### config.mk
export PLATFORM = sky130hd
export DESIGN_NAME = jb_oran_lphy_reset_sequencer
export DESIGN_NICKNAME = d
export VERILOG_FILES = /design/src/rtl/jb_oran_lphy_reset_sequencer.sv
export SDC_FILE = /design/constraint.sdc
export NUM_CORES = 1
export LEC_CHECK = 0
export BUFFER_PORTS_ARGS = -buffer_cell sky130_fd_sc_hd__buf_2
export CORE_UTILIZATION = 50
export DETAILED_ROUTE_END_ITERATION = 16
export PLACE_DENSITY = 0.71
export SLEW_MARGIN = 10
export SYNTH_ARGS = -nofsm -noshare
export SYNTH_HDL_FRONTEND = slang
export SYNTH_SLANG_ARGS = --single-unit
### constraint.sdc
create_clock -name clk -period 2.65 [get_ports clk]
set_input_delay 0.3975 -clock clk [delete_from_list [all_inputs] [get_ports clk]]
set_output_delay 0.3975 -clock clk [all_outputs]
set_load 0.02 [all_outputs]
### src/rtl/jb_oran_lphy_reset_sequencer.sv
// -----------------------------------------------------------------------------
// jb_oran_lphy_reset_sequencer
//
// Sequences a reconfiguration of the O-RAN low-PHY uplink (UL) and PRACH paths.
// The register map raises a request. This block then does the following:
//   1. Waits for a symbol boundary.
//   2. Clears the selected paths and waits for them to drain, with a timeout.
//   3. Pulses their FIFO resets.
//   4. Lets the paths settle.
//   5. Issues a single cfg_commit, aligned to the next symbol boundary, which
//      loads the staged control into the live lphy control interface.
//
// Ports
//   clk                      single clock for everything
//   rst                      synchronous, active-high reset
//   req_valid / req_ready    request handshake; ready only when idle
//   req_path[1:0]            bit0 = UL, bit1 = PRACH, 2'b00 = commit only
//   sym_boundary             single-cycle symbol-start strobe
//   ul_idle / prach_idle     datapath drained indications
//   ul_lphy_oran_clear       UL clear
//   ul_lphy_oran_fifo_reset  UL FIFO reset
//   prach_oran_clear         PRACH clear
//   prach_oran_fifo_reset    PRACH FIFO reset
//   cfg_commit               one-cycle load strobe for the live control
//   busy                     sequence in progress (state not IDLE)
//   done                     one-cycle completion pulse, alongside cfg_commit
//   timeout_err              one-cycle pulse when draining timed out
// -----------------------------------------------------------------------------
module jb_oran_lphy_reset_sequencer #(
  parameter int RST_CYCLES     = 16,
  parameter int SETTLE_CYCLES  = 32,
  parameter int TIMEOUT_CYCLES = 4096
) (
  input  logic       clk,
  input  logic       rst,
  input  logic       req_valid,
  output logic       req_ready,
  input  logic [1:0] req_path,
  input  logic       sym_boundary,
  input  logic       ul_idle,
  input  logic       prach_idle,
  output logic       ul_lphy_oran_clear,
  output logic       ul_lphy_oran_fifo_reset,
  output logic       prach_oran_clear,
  output logic       prach_oran_fifo_reset,
  output logic       cfg_commit,
  output logic       busy,
  output logic       done,
  output logic       timeout_err
);

  // The single phase counter must reach (largest parameter - 1).
  localparam int MAX_RS     = (RST_CYCLES > SETTLE_CYCLES) ? RST_CYCLES : SETTLE_CYCLES;
  localparam int MAX_CYCLES = (MAX_RS > TIMEOUT_CYCLES) ? MAX_RS : TIMEOUT_CYCLES;
  localparam int CNT_W      = (MAX_CYCLES > 1) ? $clog2(MAX_CYCLES) : 1;

  localparam logic [CNT_W-1:0] CNT_ZERO     = {CNT_W{1'b0}};
  localparam logic [CNT_W-1:0] CNT_ONE      = CNT_W'(1);
  localparam logic [CNT_W-1:0] RST_LAST     = CNT_W'(RST_CYCLES - 1);
  localparam logic [CNT_W-1:0] SETTLE_LAST  = CNT_W'(SETTLE_CYCLES - 1);
  localparam logic [CNT_W-1:0] TIMEOUT_LAST = CNT_W'(TIMEOUT_CYCLES - 1);

  typedef enum logic [2:0] {
    ST_IDLE        = 3'd0,
    ST_WAIT_B1     = 3'd1,
    ST_DRAIN       = 3'd2,
    ST_RESET       = 3'd3,
    ST_SETTLE      = 3'd4,
    ST_COMMIT_WAIT = 3'd5,
    ST_DONE        = 3'd6
  } state_t;

  state_t           state_r;
  logic [CNT_W-1:0] cnt_r;
  logic [1:0]       path_r;
  logic             drain_ok_s;

  // Drain condition (unselected paths ignored) and state-decoded handshake flags.
  always_comb begin
    drain_ok_s = (~path_r[0] | ul_idle) & (~path_r[1] | prach_idle);
    busy       = (state_r != ST_IDLE);
    req_ready  = (state_r == ST_IDLE) & ~rst;
  end

  // Sequencer FSM with its shared phase counter and all registered outputs.
  always_ff @(posedge clk) begin
    if (rst) begin
      state_r                 <= ST_IDLE;
      cnt_r                   <= CNT_ZERO;
      path_r                  <= 2'b00;
      ul_lphy_oran_clear      <= 1'b0;
      ul_lphy_oran_fifo_reset <= 1'b0;
      prach_oran_clear        <= 1'b0;
      prach_oran_fifo_reset   <= 1'b0;
      cfg_commit              <= 1'b0;
      done                    <= 1'b0;
      timeout_err             <= 1'b0;
    end else begin
      // Pulse outputs default low; the counter free-runs and is zeroed on each state entry.
      cnt_r       <= cnt_r + CNT_ONE;
      cfg_commit  <= 1'b0;
      done        <= 1'b0;
      timeout_err <= 1'b0;
      case (state_r)
        ST_IDLE: begin
          if (req_valid) begin
            path_r  <= req_path;
            cnt_r   <= CNT_ZERO;
            state_r <= ST_WAIT_B1;
          end
        end
        ST_WAIT_B1: begin
          // Only strobes after the accept edge are seen here.
          if (sym_boundary) begin
            cnt_r <= CNT_ZERO;
            if (path_r != 2'b00) begin
              ul_lphy_oran_clear <= path_r[0];
              prach_oran_clear   <= path_r[1];
              state_r            <= ST_DRAIN;
            end else begin
              // Commit-only request: this boundary already serves as the commit
              // boundary, so the commit is issued immediately.
              cfg_commit <= 1'b1;
              done       <= 1'b1;
              state_r    <= ST_DONE;
            end
          end
        end
        ST_DRAIN: begin
          // When drain and timeout coincide, the drain wins and no error is flagged.
          if (drain_ok_s || (cnt_r == TIMEOUT_LAST)) begin
            timeout_err             <= ~drain_ok_s;
            ul_lphy_oran_fifo_reset <= path_r[0];
            prach_oran_fifo_reset   <= path_r[1];
            cnt_r                   <= CNT_ZERO;
            state_r                 <= ST_RESET;
          end
        end
        ST_RESET: begin
          if (cnt_r == RST_LAST) begin
            ul_lphy_oran_clear      <= 1'b0;
            ul_lphy_oran_fifo_reset <= 1'b0;
            prach_oran_clear        <= 1'b0;
            prach_oran_fifo_reset   <= 1'b0;
            cnt_r                   <= CNT_ZERO;
            state_r                 <= ST_SETTLE;
          end
        end
        ST_SETTLE: begin
          if (cnt_r == SETTLE_LAST) begin
            cnt_r   <= CNT_ZERO;
            state_r <= ST_COMMIT_WAIT;
          end
        end
        ST_COMMIT_WAIT: begin
          if (sym_boundary) begin
            cfg_commit <= 1'b1;
            done       <= 1'b1;
            cnt_r      <= CNT_ZERO;
            state_r    <= ST_DONE;
          end
        end
        ST_DONE: begin
          // Holds off req_ready during the commit cycle, so the next accept is
          // possible at the earliest one cycle after done.
          cnt_r   <= CNT_ZERO;
          state_r <= ST_IDLE;
        end
        default: begin
          ul_lphy_oran_clear      <= 1'b0;
          ul_lphy_oran_fifo_reset <= 1'b0;
          prach_oran_clear        <= 1'b0;
          prach_oran_fifo_reset   <= 1'b0;
          cnt_r                   <= CNT_ZERO;
          state_r                 <= ST_IDLE;
        end
      endcase
    end
  end

endmodule

==> metrics.md <==
| Metric | Value |
|---|---|
| Final TNS setup | 0 ps |
| Worst r2r src | cnt_r[0] |
| First-pass DRT Iterations | 4 |
| Commonest non-fill, non-tap cell in the layout | dfxtp_1 |
| Setup violators final | 0 |
| Power after layout | approximately 0.00094 W |
| Share of synthesized registers carrying an async set or reset | 0 |
| Worst Setup SP | cnt_r[0] |
| RD Place Congestion | approximately 0.77 |
| Total CTS buffers | 3 |
| Leakage | between 0.5 and 0.6 nW |
| Final-report hold violation count | 0 |
| Share of cells above drive strength 1 | 0.310 |
| Syn Area/Cell | 9.79 µm² |
| Synthesized cell area | around 1300 µm² |
| Max H-tree Level | 1 |
| CP Capture Type | flop |
| Clk buf depth | 2 |
| Max IR drop VDD | roughly 0.56 mV |
| Period minus WS final | around 1900 ps |
| DP Wirelength | approximately 1.7 mm |
| Max Clk Rate | a little over 500 MHz |
| Synth warn | 0 |
| Critical Path Source Type | flop |
| Post-DR wirelength/cell | about 14 µm |
| PwrDens | ~700 nW/µm² |
| Synthesized Nets | 140 |
| Initial antenna violation count | 0 |
| Full die area | 2770 µm² |
| CTS tree | yes |
| Routed WL | between 2 and 2.5 mm |
| Clock skew | between 9 and 10 ps |
| WS Path Type | reg2reg |
| Resized cells post-CTS | 0 |
| I/O pin count | 17 |
| Total track usage | 0.202 |
| Diodes inserted | 0 |
| Min-delay src | req_path[0] |
| Clk slew on worst S/H paths | approximately 130 ps |
| Highest-count cells in the layout ignoring fill and taps | dfxtp_1, buf_2, nor2_1, nand2_1, a21oi_2 |
| Core ar. | ~2300 µm² |
| Cells after Synth | approximately 130 |
| Largest net degree at the start of global routing | 14 |
| Number of hold buffers added after cts | 0 |
| Nets | 155 |
| EDFF count, synth | 0 |
| Min-Delay Path Class | in2reg |
| CP required | 2830 ps |
| Ys flop type | dfxtp_1 |
| RSZ-0062 raised after global routing | false |
| Max-cap violations | 0 |
| Top post-synthesis cells by area | dfxtp_1, a21oi_2, xor2_1 |
| Seq/Total Area, Yosys | 0.359 |
| Vias in the first global route | approximately 920 |
| Via density | approximately 5.6 |
| Post-synthesis cell type count | 45 |
| Yosys top cell area share | 0.359 |
| DR DRC count | 0 |
| Antenna violation net count after detailed routing | 0 |
| Post-CTS Setup Repair Bufs | 0 |
| Initial DRC count | 13 |
| Rel. slew slack | 0.544 |
| DR vias | slightly below 1000 |
| CTS root buf | clkbuf_4 |
| CP arrival | 2110 ps |
| P&R area growth vs syn | 7.71% |
| Die Height | approximately 53 µm |
| CP max FO | 12 |
| Final Cycle Share | 0.731 |
| Global route overflow | 0 |
| Status | completed |
| Hold_ws | around 300 ps |
| Port Buffer Count | 16 |
| Initial Util | 0.553 |
| Worst-skew pair later-pin latency | about 320 ps |
| FF+latch count, synth | 23 |
| # rows | 17 |
| Clk sinks | 23 |
| Worst Max-Slew Pin Slew | 683 ps |
| Max Slew Vio Count | 0 |
| First-pass GRT wire length | roughly 4 mm |
| Die width | approximately 53 µm |
| Yosys top cell by area | dfxtp_1 |
==> kinds of logic after synthesis <==
family,Yosys count,synth area share
buf+inv,12,0.0546
flops,23,0.359
mux,6,0.0468
xor+xnor,9,0.0615
fa+ha+maj,1,0.00975
simple gates,51,0.253
compound gates,29,0.216
==> stage by stage <==
| stage | std cells | cell area [µm²] | utilization | worst slack (ps) |
|---|---|---|---|---|
| CTS | 173 | 1380 | 0.596 | 682 |
| finish | 173 | 1380 | 0.596 | 714 |
| floorplan | 131 | 1280 | - | 1060 |
| detailed placement | 169 | 1350 | 0.584 | 703 |
| global placement | 169 | 1350 | 0.584 | 810 |
| global route | 173 | 1380 | 0.596 | 590 |
==> synth_stat cells, types with 2 or more instances <==
master and count:
dfxtp_1 23, a21oi_2 10, nand2_1 10, nor2_1 10, xor2_1 8, nand3_1 7, mux2i_1 6, inv_1 5
nand4_1 4, a21oi_1 3, and2_1 2, and4_4 2, buf_2 2, buf_4 2, buf_6 2, nand2b_1 2
nor2b_1 2, nor3b_1 2, o21a_1 2, o21ai_0 2
==> critical path, cell delays in order (launching register included) <==
cell	delay, ps
dfxtp_1	410
ha_1	240
and4b_1	280
nand4b_1	170
nand3_1	530
a21boi_0	170
==> layout make-up <==
class | count | area, µm²
clock buffer | 3 | 22.5
clock inverter | 1 | 5.00
fill | 212 | 937
inverter | 5 | 18.8
multi-input combinational | 96 | 752
sequential | 23 | 460
tap | 28 | 35.0
timing repair buffer | 17 | 87.6
==> final timing paths <==
path | to | slack [ps] | cells after the start
worst max-delay path | cnt_r[1] | 710 | 5
worst min-delay path | path_r[0] | 300 | 3
worst max register to register | cnt_r[1] | 710 | 5
worst min register to register | ul_lphy_oran_clear | 480 | 2
==> per-layer routing <==
metal	track usage	share of wire
met5	0	0
met4	0.114	0.023
met3	0.0348	0.040
met2	0.302	0.45
met1	0.271	0.48
==> flip-flops by register name, summed over array words and instances (netlist names) <==
signal and cells:
prach_oran_clear 1, path_r 2, timeout_err 1, prach_oran_fifo_reset 1, ul_lphy_oran_clear 1, ul_lphy_oran_fifo_reset 1
cnt_r 12, state_r 3, done 1
==> where the power goes <==
part / switching (W) / internal (W) / total [W]
Combinational: 0.000189 / 0.000134 / 0.000323
Sequential: 0.0000655 / 0.000383 / 0.000448
Clock: 0.000111 / 0.0000566 / 0.000168
Power figures use the tool's default switching activity.
